===== src/rtl/mem_stage_pkg.sv =====
// Shared encodings for the RV32I MEM stage: funct3 load/store codes, FSM states
// and the byte-count helper used to serialise accesses onto the byte-wide RAM.
package mem_stage_pkg;

   localparam logic [2:0] F3_LB  = 3'b000;
   localparam logic [2:0] F3_LH  = 3'b001;
   localparam logic [2:0] F3_LW  = 3'b010;
   localparam logic [2:0] F3_LBU = 3'b100;
   localparam logic [2:0] F3_LHU = 3'b101;
   localparam logic [2:0] F3_SB  = 3'b000;
   localparam logic [2:0] F3_SH  = 3'b001;
   localparam logic [2:0] F3_SW  = 3'b010;

   localparam logic [31:0] ZERO_WORD     = 32'h0000_0000;
   localparam logic        RST_ENABLE    = 1'b1;
   localparam logic        WRITE_ENABLE  = 1'b1;
   localparam logic        WRITE_DISABLE = 1'b0;

   typedef enum logic {
      MEM_IDLE = 1'b0,
      MEM_BUSY = 1'b1
   } mem_state_e;

   // Size lives in funct3[1:0]; the unsigned bit doesn't change the byte count.
   function automatic logic [2:0] mem_nbytes(input logic [2:0] f3);
      case (f3[1:0])
         F3_SB[1:0]: return 3'd1;
         F3_SH[1:0]: return 3'd2;
         F3_SW[1:0]: return 3'd4;
         default:    return 3'd4;
      endcase
   endfunction

endpackage


===== src/rtl/mem_load_ext.sv =====
// Load data extension: turns the assembled little-endian bytes into the
// architectural 32-bit load result according to funct3.
module mem_load_ext
   import mem_stage_pkg::*;
(
   input  logic [31:0] data_i,
   input  logic [2:0]  funct3_i,
   output logic [31:0] ext_o
);

   always_comb begin
      ext_o = data_i;
      case (funct3_i)
         F3_LB:   ext_o = {{24{data_i[7]}}, data_i[7:0]};
         F3_LBU:  ext_o = {24'h0, data_i[7:0]};
         F3_LH:   ext_o = {{16{data_i[15]}}, data_i[15:0]};
         F3_LHU:  ext_o = {16'h0, data_i[15:0]};
         F3_LW:   ext_o = data_i;
         default: ext_o = data_i;
      endcase
   end

endmodule


===== src/rtl/mem_stage.sv =====
// RV32I MEM stage: serialises loads/stores into 1-4 byte RAM accesses, stalls
// the pipe while an access is in flight and produces writeback/forwarding data.
module mem_stage
   import mem_stage_pkg::*;
#(
   parameter int ADDR_W = 17
) (
   input  logic              clk,
   input  logic              rst,
   input  logic [4:0]        wd_i,
   input  logic              wreg_i,
   input  logic [31:0]       wdata_i,
   input  logic              is_load_i,
   input  logic              is_store_i,
   input  logic [2:0]        mem_op_type_i,
   input  logic [31:0]       mem_w_data_i,
   input  logic [7:0]        ram_din_i,
   output logic [ADDR_W-1:0] ram_addr_o,
   output logic              ram_wr_o,
   output logic [7:0]        ram_dout_o,
   output logic              stall_req_o,
   output logic [4:0]        wd_o,
   output logic              wreg_o,
   output logic [31:0]       wdata_o,
   output logic              mem_fwd_we_o,
   output logic [4:0]        mem_fwd_rd_o,
   output logic [31:0]       mem_fwd_data_o
);

   mem_state_e            state_q, state_d;
   logic [2:0]            cnt_q, cnt_d;
   logic [2:0][7:0]       buf_q, buf_d;

   logic                  is_ld, is_st;
   logic [2:0]            nbytes;
   logic [2:0]            byte_off;
   logic [1:0]            buf_idx;
   logic [3:0][7:0]       st_bytes;
   logic [3:0][7:0]       ld_bytes;
   logic [31:0]           ld_ext;

   logic                  wr, stall, wreg, fwd_block;
   logic [7:0]            dout;
   logic [31:0]           wdata;

   // A load+store combination is illegal upstream; load wins.
   assign is_ld    = is_load_i;
   assign is_st    = is_store_i & ~is_load_i;
   assign nbytes   = mem_nbytes(mem_op_type_i);
   assign st_bytes = mem_w_data_i;
   assign buf_idx  = 2'(cnt_q - 3'd1);

   // The byte arriving this cycle sits in lane cnt-1; earlier lanes come from buf.
   for (genvar j = 0; j < 4; j++) begin : g_lane
      if (j < 3) begin : g_buf
         assign ld_bytes[j] = (cnt_q == 3'(j + 1)) ? ram_din_i : buf_q[j];
      end else begin : g_top
         assign ld_bytes[j] = ram_din_i;
      end
   end

   mem_load_ext u_ext (
      .data_i   (ld_bytes),
      .funct3_i (mem_op_type_i),
      .ext_o    (ld_ext)
   );

   always_comb begin
      state_d   = state_q;
      cnt_d     = cnt_q;
      buf_d     = buf_q;
      byte_off  = 3'd0;
      wr        = WRITE_DISABLE;
      dout      = 8'h00;
      stall     = 1'b0;
      wreg      = wreg_i;
      wdata     = wdata_i;
      fwd_block = 1'b0;
      case (state_q)
         MEM_IDLE: begin
            if (is_ld) begin
               stall     = 1'b1;
               fwd_block = 1'b1;
               state_d   = MEM_BUSY;
               cnt_d     = 3'd1;
            end else if (is_st) begin
               wr   = WRITE_ENABLE;
               dout = st_bytes[0];
               wreg = 1'b0;
               if (nbytes != 3'd1) begin
                  stall   = 1'b1;
                  state_d = MEM_BUSY;
                  cnt_d   = 3'd1;
               end
            end
         end
         MEM_BUSY: begin
            byte_off = cnt_q;
            if (is_ld) begin
               if (cnt_q == nbytes) begin
                  wdata   = ld_ext;
                  state_d = MEM_IDLE;
                  cnt_d   = 3'd0;
               end else begin
                  stall          = 1'b1;
                  fwd_block      = 1'b1;
                  buf_d[buf_idx] = ram_din_i;
                  cnt_d          = cnt_q + 3'd1;
               end
            end else if (is_st) begin
               wr   = WRITE_ENABLE;
               dout = st_bytes[byte_off[1:0]];
               wreg = 1'b0;
               if (cnt_q == nbytes - 3'd1) begin
                  state_d = MEM_IDLE;
                  cnt_d   = 3'd0;
               end else begin
                  stall = 1'b1;
                  cnt_d = cnt_q + 3'd1;
               end
            end else begin
               state_d = MEM_IDLE;
               cnt_d   = 3'd0;
            end
         end
         default: begin
            state_d = MEM_IDLE;
            cnt_d   = 3'd0;
         end
      endcase
   end

   always_comb begin
      ram_addr_o     = wdata_i[ADDR_W-1:0] + ADDR_W'(byte_off);
      ram_wr_o       = wr;
      ram_dout_o     = dout;
      stall_req_o    = stall;
      wd_o           = wd_i;
      wreg_o         = wreg;
      wdata_o        = wdata;
      mem_fwd_we_o   = wreg & ~fwd_block;
      mem_fwd_rd_o   = wd_i;
      mem_fwd_data_o = wdata;
      if (rst == RST_ENABLE) begin
         ram_addr_o     = '0;
         ram_wr_o       = WRITE_DISABLE;
         ram_dout_o     = 8'h00;
         stall_req_o    = 1'b0;
         wd_o           = 5'd0;
         wreg_o         = 1'b0;
         wdata_o        = ZERO_WORD;
         mem_fwd_we_o   = 1'b0;
         mem_fwd_rd_o   = 5'd0;
         mem_fwd_data_o = ZERO_WORD;
      end
   end

   always_ff @(posedge clk) begin
      if (rst == RST_ENABLE) begin
         state_q <= MEM_IDLE;
         cnt_q   <= 3'd0;
         buf_q   <= '0;
      end else begin
         state_q <= state_d;
         cnt_q   <= cnt_d;
         buf_q   <= buf_d;
      end
   end

endmodule


===== config.mk =====
export PLATFORM = sky130hd
export DESIGN_NAME = mem_stage
export DESIGN_NICKNAME = d
export VERILOG_FILES = /design/src/rtl/mem_stage_pkg.sv /design/src/rtl/mem_load_ext.sv /design/src/rtl/mem_stage.sv
export SDC_FILE = /design/constraint.sdc
export NUM_CORES = 1
export LEC_CHECK = 0
export CAP_MARGIN = 20
export CORE_ASPECT_RATIO = 0.8
export CORE_MARGIN = 5
export CORE_UTILIZATION = 45
export CTS_CLUSTER_SIZE = 10
export DETAILED_ROUTE_END_ITERATION = 8
export DONT_BUFFER_PORTS = 1
export GPL_TIMING_DRIVEN = 1
export PLACE_DENSITY_LB_ADDON = 0.2
export SYNTH_ARGS = -nofsm -noshare
export SYNTH_HDL_FRONTEND = slang
export SYNTH_SLANG_ARGS = --single-unit

===== constraint.sdc =====
create_clock -name clk -period 2.5 [get_ports clk]
set_clock_uncertainty 0.15 [all_clocks]
set_input_delay 0.125 -clock clk [delete_from_list [all_inputs] [get_ports clk]]
set_output_delay 0.125 -clock clk [all_outputs]
set_load 0.005 [all_outputs]

; ---- Word level (Yosys, flattened, before mapping)
; Cells that the tools add are included.
[word_totals]
input_bits = 85
out_inout_bits = 103
regBits = 28
[classes]
reduce_logical = 5
bitwise = 6
addsub = 4
eq_ne = 12
magnitude_cmp = 3
mux = 50
[ops]
columns = operator, count
row1 = 2-to-1 mux 32 bit, 4
row2 = one-hot mux 32 bit (4 select lines), 1
row3 = 2-to-1 mux 8 bit, 10
row4 = bitwise mux 24 bit, 1
row5 = 2-to-1 mux 3 bit, 8
row6 = adder 17 x 3 -> 17 bit, 1
row7 = 2-to-1 mux 1 bit, 17
row8 = 2-to-1 mux 17 bit, 1
row9 = binary-select mux 8 bit (select 2 bit), 1
row10 = demux 8 bit (select 2 bit), 1
row11 = one-hot mux 8 bit (2 select lines), 1
row12 = one-hot mux 3 bit (2 select lines), 2
row13 = == test 3 x 1 -> 1 bit (second input constant), 2
row14 = == test 3 x 2 -> 1 bit (second input constant), 2
row15 = == test 3 bit, 2
row16 = == test 3 bit (second input constant), 2
row17 = less-than comparator 2 x 3 -> 1 bit (second input constant), 2
row18 = != test 3 bit (second input constant), 2
row19 = 2-to-1 mux 5 bit, 1
row20 = NOT 1 bit, 4
row21 = one-hot mux 1 bit (2 select lines), 2
row22 = adder 3 x 1 -> 3 bit (second input constant), 1
row23 = zero test 3 bit, 1
row24 = != test 3 x 1 -> 1 bit (second input constant), 1
row25 = other kinds (9), 10

; ---- Logic depth before layout (Yosys ltp)
; Gate-level depths: netlist of run 1.
[logic_depth]
word_depth = 9
ltp_mapped = 10
mapped_depth_nobuf = 8

; ---- Hierarchy
; A second synthesis of run 1 with hierarchy kept.
[hier_totals]
cells_unflattened = 531
area_unflattened_um2 = 3926.3
[modules_own_cells]
columns = mod, area_per_inst_um2, instances, cells_per_inst, seq_area_each_um2
row1 = mem_stage, 3570.9, 1, 464, 560.5
row2 = mem_load_ext, 355.3, 1, 67, 0.0

; ---- Worst setup path before layout of run 1
; No wires, ideal clock.
[synth_timing]
path_kind = register to output
startpoint = register cnt_q[1]
endpoint = output wdata_o[29]
arrival_time_ps = 2427
slack_ps = -202
required_time_ps = 2225
n_path_buf = 4
path_stages_with_launch = 11
cell_sequence = dfxtp_1 buf_6 clkbuf_1 inv_1 ha_1 mux2i_1 or3_1 a31oi_1 buf_2 o41ai_1 buf_4
[synth_via]
elab_chain_len = 7
word_cells_on_any_way = 10
[synth_rtl]
columns = item, line_no
row1 = start: declaration, mem_stage.sv:31  ; logic [2:0] cnt_q, cnt_d;
row2 = start signal: assignment, mem_stage.sv:165  ; cnt_q <= cnt_d;
row3 = == test 3 x 2 -> 1 bit or == test 3 x 1 -> 1 bit (tied branches), mem_stage.sv:56  ; assign ld_bytes[j] = (cnt_q == 3'(j + 1)) ? ram_din_i : buf_q[j];
row4 = 2-to-1 mux 8 bit, mem_stage.sv:56
row5 = one-hot mux 32 bit (4 select lines), mem_load_ext.sv:13  ; case (funct3_i)
row6 = 2-to-1 mux 32 bit (*), mem_stage.sv:100  ; if (cnt_q == nbytes) begin
row7 = 2-to-1 mux 32 bit (*), mem_stage.sv:99  ; if (is_ld) begin
row8 = 2-to-1 mux 32 bit (*), mem_stage.sv:79  ; case (state_q)
row9 = 2-to-1 mux 32 bit (*), -
row10 = end: declaration, mem_stage.sv:24  ; output logic [31:0] wdata_o,
; Every way passes the cells marked *; elsewhere a longest branch is shown, timed or not.

; ---- Final worst setup path of run 1
[layout_timing]
startpoint = register cnt_q[0]
endpoint = output wdata_o[1]
[layout_via]
elab_chain_len = 7
word_cells_on_any_way = 8
[layout_rtl]
columns = item, line_no
row1 = == test 3 x 1 -> 1 bit, mem_stage.sv:56
row2 = 2-to-1 mux 8 bit, mem_stage.sv:56
row3 = one-hot mux 32 bit (4 select lines), mem_load_ext.sv:13
row4 = 2-to-1 mux 32 bit (*), mem_stage.sv:100
row5 = 2-to-1 mux 32 bit (*), mem_stage.sv:99
row6 = 2-to-1 mux 32 bit (*), mem_stage.sv:79
row7 = 2-to-1 mux 32 bit (*), -
; Marked as above.

==> metrics.txt, run 1 <==
I/O Buffers=0; Row Count=29; Vert. Die Dim=90.54 µm; Top Usage Layer GRT=met2; Hold Fails Final Rpt=0; top-area cell type share of the netlist area=15.36%; core area=about 0.0079 mm²; routing usage on met2=42.58%; NumNets Final=594; initial antenna violation count=0; Worst-Skew Late Latency=280 ps; top cells by area, synth=dfxtp_1, buf_4, a21oi_1; per-cell routed wire length=23.18 µm; synth unique cells=64; drc violations=0; post-synth top area cell=dfxtp_1; share of cells above drive strength 1=~31%; Die Footprint=0.01002 mm²; Yosys reg bits=28; Global Route met3 Usage=8.305%; worst path arrival time=2280 ps; die width=110.7 µm; Yosys warning count=0; total grt overflow=0; count leader, synth=a21oi_1; Seq/Total Area, Yosys=15.36%; vias in the first global route=3794; CP Max Fanout=9; Primary FF master, synth=dfxtp_1; Pleak=0.001577 µW; global-route wire length before repair=21440 µm; ANT nets after route=0; RSZ-0062 raised after global routing=yes; setup violation total in the final timing report=18; Post-synth EDFFs=0; Slew Limit Headroom=55.50%; final worst slack=-59.20 ps; Final Cycle Share=102.4%; Worst setup SP type=register; failing checks=setup timing; Synth Instances=490; number of DRC markers in iteration 0=375; Via density=6.643; I/O Pins=188; CP startpoint=cnt_q[0]; DPL Wire Length=9564 µm; clock sinks=28; fillers=734; total number of vias=4032; Syn Std Cell Area=0.003648 mm²; routability cong.=0.8118; Data required, critical path=between 2000 and 2500 ps; average size of a mapped cell=7.446 µm²; Least-Margin Pin Slew=665.4 ps; fin crit period=around 2600 ps; pwr/cell area=between 300 and 400 mW/mm²; H-tree depth=1; max-cap violations=0; Async SR Flop Fraction=0%; Finished Layout Cells=607; area growth from synthesis to layout=22.26%; critical path class=reg2out; Max VDD drop=between 200 and 300 µV; CTS max path bufs=2; synth cell count leaders=a21oi_1, o21ai_0, buf_4; worst hold margin=between 20 and 30 ps; DP Cell Count=568; overall global routing resource usage=25.72%; syn nets=584; routed wire length=14070 µm; CTS tree=yes; largest net degree at the start of global routing=74; Initial Util=between 40% and 50%; Crit Reg-Reg Startpoint=cnt_q[0]; # diodes=0; fmax=about 0.39 GHz; CTS clk-pin slew, worst paths=100 ps; critical hold path startpoint=is_load_i; final-report max-slew violation count=0; Critical Path Sink Type=output port; status=complete, but fails checks; root buf cell=clkbuf_8; GR Layer Usage met1=about a third; CTS Buf Count=3; Pre-Repair DR Iteration Count=7; worst hold path type=in2reg
[placed cells by master, fill, tap and decap left out, types with 5 or more instances in the layout]
cell,count
a211oi_1,7
a21o_1,8
a21oi_1,44
a21oi_2,7
buf_4,60
buf_6,14
dfxtp_1,25
dlygate4sd3_1,12
inv_1,16
mux2_2,10
mux2i_1,16
nand2_1,9
nand3_1,36
nand3b_1,10
nand4b_1,15
nor2_1,10
nor2b_1,17
nor3_1,8
o2111ai_1,8
o211ai_1,10
o21ai_0,39
o22ai_1,8
o31ai_4,6
o41ai_2,6
or3_1,5
xor2_1,6
[state kept, by name, summed over array words and instances, names as in the netlist]
register,cells
state_q,1
cnt_q,3
buf_q,24
[metrics by stage]
| stage | setup WS [ps] | power (µW) | util (%) | area (µm²) | setup TNS (ps) |
|---|---|---|---|---|---|
| finish | -59.20 | 1349 | 56.39 | 4461 | -461.0 |
| global route | -168.8 | 1400 | 56.39 | 4461 | -2916 |
| CTS | -178.6 | 1304 | 53.57 | 4238 | -800.4 |
| detailed placement | 34.14 | 863.1 | 47.04 | 3721 | 0 |
| global placement | 96.42 | 855.9 | 47.04 | 3721 | 0 |
| floorplan | 46.79 | 816.0 | - | 3666 | 0 |
[layout make-up]
type	instances	area, µm²	share of cell area, %
inverter	17	63.81	1.431
timing repair buffer	91	783.3	17.56
sequential	28	566.8	12.71
clock buffer	3	41.29	0.9257
tap	108	135.1	3.029
multi-input combinational	359	2840	63.67
clock inverter	1	30.03	0.6732
[power breakdown]
part           switching, µW  internal (µW)
combinational            272            242
sequential              6.20            454
clock                    159            215
[logic make-up (layout without fill, tap and decap cells)]
family,after synthesis,after routing,synth area share [%]
compound gates,171,171,31.65
fa+ha+maj,9,9,3.292
flops,28,28,15.36
buf+inv,104,112,15.57
xor+xnor,7,7,2.058
mux,27,27,7.750
simple gates,144,145,24.31
[final timing paths]
kind,to,slack (ps),depth (start not counted)
min,cnt_q[0],30,2
max,wdata_o[1],-60,8
min reg2reg,buf_q[0],330,2
max reg2reg,buf_q[2],120,8
[what timing repair did]
item,CTS,global route
buffers inserted,11,6
cloned,2,3
endpoints found under the setup margin,68,68
gates resized for setup,41,36
hold buffers,12,0
pin swaps,19,18
endpoints found under the hold margin,28,0
[layer usage]
layer  vias to the layer above  routed length [µm]
li1                       1819                   -
met1                      1952                5770
met2                       238                6687
met3                        23                1320
met4                         0                 289
met5                         -                   0
[worst max-delay path, stage by stage, from the launching register on]
cell	delay (ps)
dfxtp_2	350
buf_6	130
or3b_4	420
a2111oi_4	330
buf_6	180
nor2_4	80
buf_12	150
a211oi_2	200
buf_4	160
Note: power is estimated with default switching activity, not from simulation.
==> run 2: changes to the inputs <==
Settings changed: PLACE_DENSITY set to 0.65, PLACE_DENSITY_LB_ADDON 0.2 to unset, SKIP_CTS_REPAIR_TIMING set to 1.
==> run 2 against run 1 <==
Net effect:
- the run ends with hold timing, setup timing left
- global-route usage decreased by 2.7 points
- utilization increased by 0.60 points
- flip-flop and latch count unchanged
- critical path type unchanged
- sequential share of layout area decreased by 0.13 points
- critical path depth unchanged
- die area is the same
- first-iteration DRC count up 42%
==> metrics.txt, run 2 (same netlist as run 1, synthesis figures left out) <==
I/O Pins=188; Die Footprint=0.01002 mm²; critical path class=reg2out; max-cap violations=0; Finished Layout Cells=601; Slew Limit Headroom=59.61%; share of cells above drive strength 1=32.86%; routed wire length=14200 µm; Worst R2R Path Depth=7; leading cell types in the layout, fill and taps excluded=buf_4, a21oi_1, o21ai_0; root buf cell=clkbuf_8; status=complete, but fails checks; routability cong.=about 0.9; NumNets Final=588; Data required, critical path=between 2000 and 2500 ps; RSZ-0062 raised after global routing=yes; R2R setup slack=370 ps; global-route wire length before repair=a little under 20000 µm; setup violation total in the final timing report=12; Least-Margin Pin Slew=602.3 ps; H-tree depth=1; CTS clk-pin slew, worst paths=100 ps; Critical Path Sink Type=output port; Via density=between 6 and 7; total grt overflow=0; CTS tree=yes; vias in the first global route=3386; # diodes=0; Pleak=0.001562 µW; CTS max path bufs=2; clock sinks=28; die width=110.7 µm; fin crit period=2719 ps; Slowest-stage cell, CP=or4_1; worst path arrival time=2440 ps; I/O Buffers=0; CTS Buf Count=3; number of DRC markers in iteration 0=533; fmax=0.3677 GHz; Crit path largest cell delay=approximately 600 ps; Cell Area, Placed=about 0.0037 mm²; Crit Reg-Reg Startpoint=cnt_q[0]; Hold Fails Final Rpt=1; Hold Crit Depth=3; overall global routing resource usage=23.00%; CP Max Fanout=7; largest reg by FF count=buf_q; drc violations=0; Design Area, Final=0.004508 mm²; most common cell after layout, fill and taps aside=buf_4; Pre-Repair DR Iteration Count=6; critical hold path startpoint=is_store_i; DP Cell Count=563; max FFs per register=24; Row Count=29; critical-path cell list=and2_4 > ha_4 > inv_2 > fa_2 > nor2b_2 > o211ai_1 > or4_1 > a21oi_2; largest net degree at the start of global routing=102; hold endpoint=cnt_q[1]; total number of vias=4006; Initial Util=46.12%; final-report max-slew violation count=0; core area=0.007910 mm²; initial antenna violation count=0; pwr/cell area=298.8 mW/mm²; Reg2Reg Capture Point=buf_q[18]; ANT nets after route=0; per-cell routed wire length=23.63 µm; Vert. Die Dim=90.54 µm; final worst slack=-219.3 ps; worst hold margin=-1.177 ps; Final Cycle Share=108.8%; DPL Wire Length=around 9400 µm; Worst setup SP type=register; worst hold path type=in2reg; Max VDD drop=about 190 µV; biggest registers after layout=buf_q (24), cnt_q (3), state_q (1); failing checks=hold timing, setup timing; Worst-Skew Late Latency=280 ps; area growth from synthesis to layout=23.56%
==> run 2: layout make-up <==
cell class / count / area, µm²
repair buffers: 84 / 730.7
fillers: 711 / 3402
flip-flops and latches: 28 / 566.8
inverters: 17 / 63.81
clock inverters: 1 / 30.03
well taps: 108 / 135.1
multi-input cells: 360 / 2940
clock buffers: 3 / 41.29
==> run 2: stage by stage <==
step / TNS, ps / utilization, % / setup slack, ps / total power [µW] / hold slack, ps
after CTS: -6471 / 47.47 / -212.1 / 1219 / -244.3
after global routing: -3216 / 56.99 / -332.8 / 1408 / 16.92
after detailed placement: 0 / 46.57 / 117.5 / 856.6 / 62.02
after global placement: 0 / 46.57 / 154.9 / 849.5 / 59.24
after floorplan: 0 / - / 46.79 / 816.0 / 122.7
final: -834.9 / 56.99 / -219.3 / 1347 / -1.177
==> run 2: worst max-delay path: cells and delay by family, from the launching register on <==
family	cells	cell delay [ps]
adders and majority gates	2	500
and+or+nand+nor	3	890
buffers and inverters	1	40
AOI/OAI and AO/OA	2	390
DFF	1	350
==> run 2: worst max-delay path by stage <==
stage	cells past startpoint	start	slack, ps	end
2_1_floorplan	8	cnt_q[0]	50	ram_addr_o[14]
3_3_place_gp	8	cnt_q[1]	150	wdata_o[16]
3_5_place_dp	7	state_q	120	ram_addr_o[14]
4_1_cts	7	state_q	-210	ram_addr_o[14]
5_1_grt	8	state_q	-330	ram_addr_o[14]
6_report	8	cnt_q[0]	-220	ram_addr_o[14]
==> run 2: routing by layer <==
metal / track usage, % / vias to the layer above / wire, µm
met2: 36.67 / 246 / 6609
met3: 7.033 / 40 / 1537
met4: 5.231 / 0 / 327
met1: 30.49 / 1904 / 5726
met5: 0 / - / 0
li1: - / 1816 / -
==> run 2: where the power goes <==
group | internal [µW] | switching (µW) | total [µW] | leakage [µW]
clock | 215 | 158 | 373 | 0.0000357
sequential | 454 | 5.81 | 460 | 0.000228
combinational | 240 | 274 | 514 | 0.00130
==> run 3: changes to the inputs <==
Clock period 2.5 ns to 2.4 ns, I/O delays scaled along.
==> run 3 against run 2 <==
Net effect:
- the run still ends with hold timing, setup timing left
- die area did not move
- non-clock buffer count rose by 16
- clock power rose by 4%
- critical path type unchanged
- largest power group unchanged
- highest routed layer unchanged
==> metrics.txt, run 3 (same netlist as run 1, synthesis figures left out) <==
CP startpoint=cnt_q[0]; max FFs per register=24; RSZ-0062 raised after global routing=yes; Via density=6.890; fin crit period=2735 ps; root buf cell=clkbuf_8; Critical Path Sink Type=output port; CTS tree=yes; Hold Fails Final Rpt=2; critical-path cell list=and2_4 > ha_4 > inv_2 > fa_2 > nor2b_2 > o211ai_1 > nor4_1 > mux2_2; CTS Buf Count=3; routability cong.=0.8807; max-cap violations=0; critical hold path startpoint=is_store_i; Slew Limit Headroom=approximately a quarter; Die Footprint=0.01002 mm²; status=complete, but fails checks; Least-Margin Pin Slew=1125 ps; ANT nets after route=0; worst hold margin=-27.96 ps; area growth from synthesis to layout=30.76%; failing checks=hold timing, setup timing; per-cell routed wire length=about 25 µm; final-report max-slew violation count=0; largest reg by FF count=buf_q; H-tree depth=1; routing usage on met2=38.08%; global-route wire length before repair=slightly below 20000 µm; R2R setup slack=just over 300 ps; Crit path largest cell delay=390 ps; CP Max Fanout=6; CTS max path bufs=2; Pleak=0.001643 µW; most common cell after layout, fill and taps aside=buf_4; critical path class=reg2out; dpl ws=33.84 ps; Register Area=566.8 µm²; Top Usage Layer GRT=met2; Slowest-stage cell, CP=mux2_2; Data required, critical path=about 2100 ps; hold endpoint=cnt_q[1]; Finished Layout Cells=approximately 620; routed wire length=between 15000 and 20000 µm; I/O Buffers=0; clock sinks=28; Worst R2R Path Depth=6; Final Cycle Share=113.9%; largest net degree at the start of global routing=102; Vert. Die Dim=approximately 91 µm; setup violation total in the final timing report=72; vias in the first global route=3609; initial antenna violation count=0; NumNets Final=603; Max VDD drop=approximately 210 µV; Initial Util=46.12%; total number of vias=4244; Hold Crit Depth=3; # diodes=0; setup total negative slack=-8971 ps; DP Cell Count=566; core area=0.007910 mm²; number of DRC markers in iteration 0=615; worst path arrival time=between 2000 and 2500 ps; biggest registers after layout=buf_q (24), cnt_q (3), state_q (1); worst hold path type=in2reg; final worst slack=-334.8 ps; share of cells above drive strength 1=37.40%; Reg2Reg Capture Point=buf_q[4]; drc violations=0; GR Layer Usage met1=29.68%; Pre-Repair DR Iteration Count=7; Worst-Skew Late Latency=280 ps; Row Count=29; Crit Reg-Reg Startpoint=state_q; total grt overflow=0; Worst setup SP type=register; Global Route met3 Usage=7.703%; die width=110.7 µm; pwr/cell area=308.0 mW/mm²; Design Area, Final=0.004771 mm²; overall global routing resource usage=23.04%; leading cell types in the layout, fill and taps excluded=buf_4, o21ai_0, a21oi_1; I/O Pins=188; CTS clk-pin slew, worst paths=110 ps; Cell Area, Placed=0.003709 mm²; DPL Wire Length=9437 µm; fmax=roughly 0.37 GHz; area of the multi-input gates=0.003024 mm²; fillers=658
[run 3: critical path: cells and delay by family, from the launching register on]
family | cells | cell delay [ps]
and+or+nand+nor | 3 | 680
adders and majority gates | 2 | 500
AOI/OAI and AO/OA | 1 | 230
buffers and inverters | 1 | 40
muxes | 1 | 390
DFF | 1 | 350
[run 3: area by class of cell]
cell class | count | area share (%)
Sequential cell | 28 | 11.88
Clock inverter | 1 | 0.6294
Multi-Input combinational cell | 359 | 63.39
Timing Repair Buffer | 100 | 19.01
Clock buffer | 3 | 0.8655
Inverter | 17 | 1.390
Tap cell | 108 | 2.832
[run 3: routing by layer]
| metal | part of all wire (%) | vias to the layer above | routed length (µm) |
|---|---|---|---|
| met1 | 38 | 2061 | 5757 |
| met4 | 2.0 | 0 | 308 |
| met5 | 0 | - | 0 |
| li1 | - | 1837 | - |
| met2 | 49 | 316 | 7410 |
| met3 | 11 | 30 | 1678 |
[run 3: power breakdown]
part           switching [µW]  internal, µW
combinational             316           284
sequential               6.82           473
clock                     165           224
[run 3: through the flow]
step                util, %  total power, µW
global route          60.31             1518
floorplan                 -            850.9
CTS                   47.79             1265
global placement      46.88            887.4
detailed placement    46.88            894.4
finish                60.31             1469
[run 3: how the worst max path moves through the flow]
stage,end,cells after the start
after floorplan,wdata_o[29],10
after global placement,ram_addr_o[14],7
after detailed placement,ram_addr_o[14],8
after CTS,ram_addr_o[14],8
after global routing,ram_addr_o[16],8
final,ram_addr_o[16],8
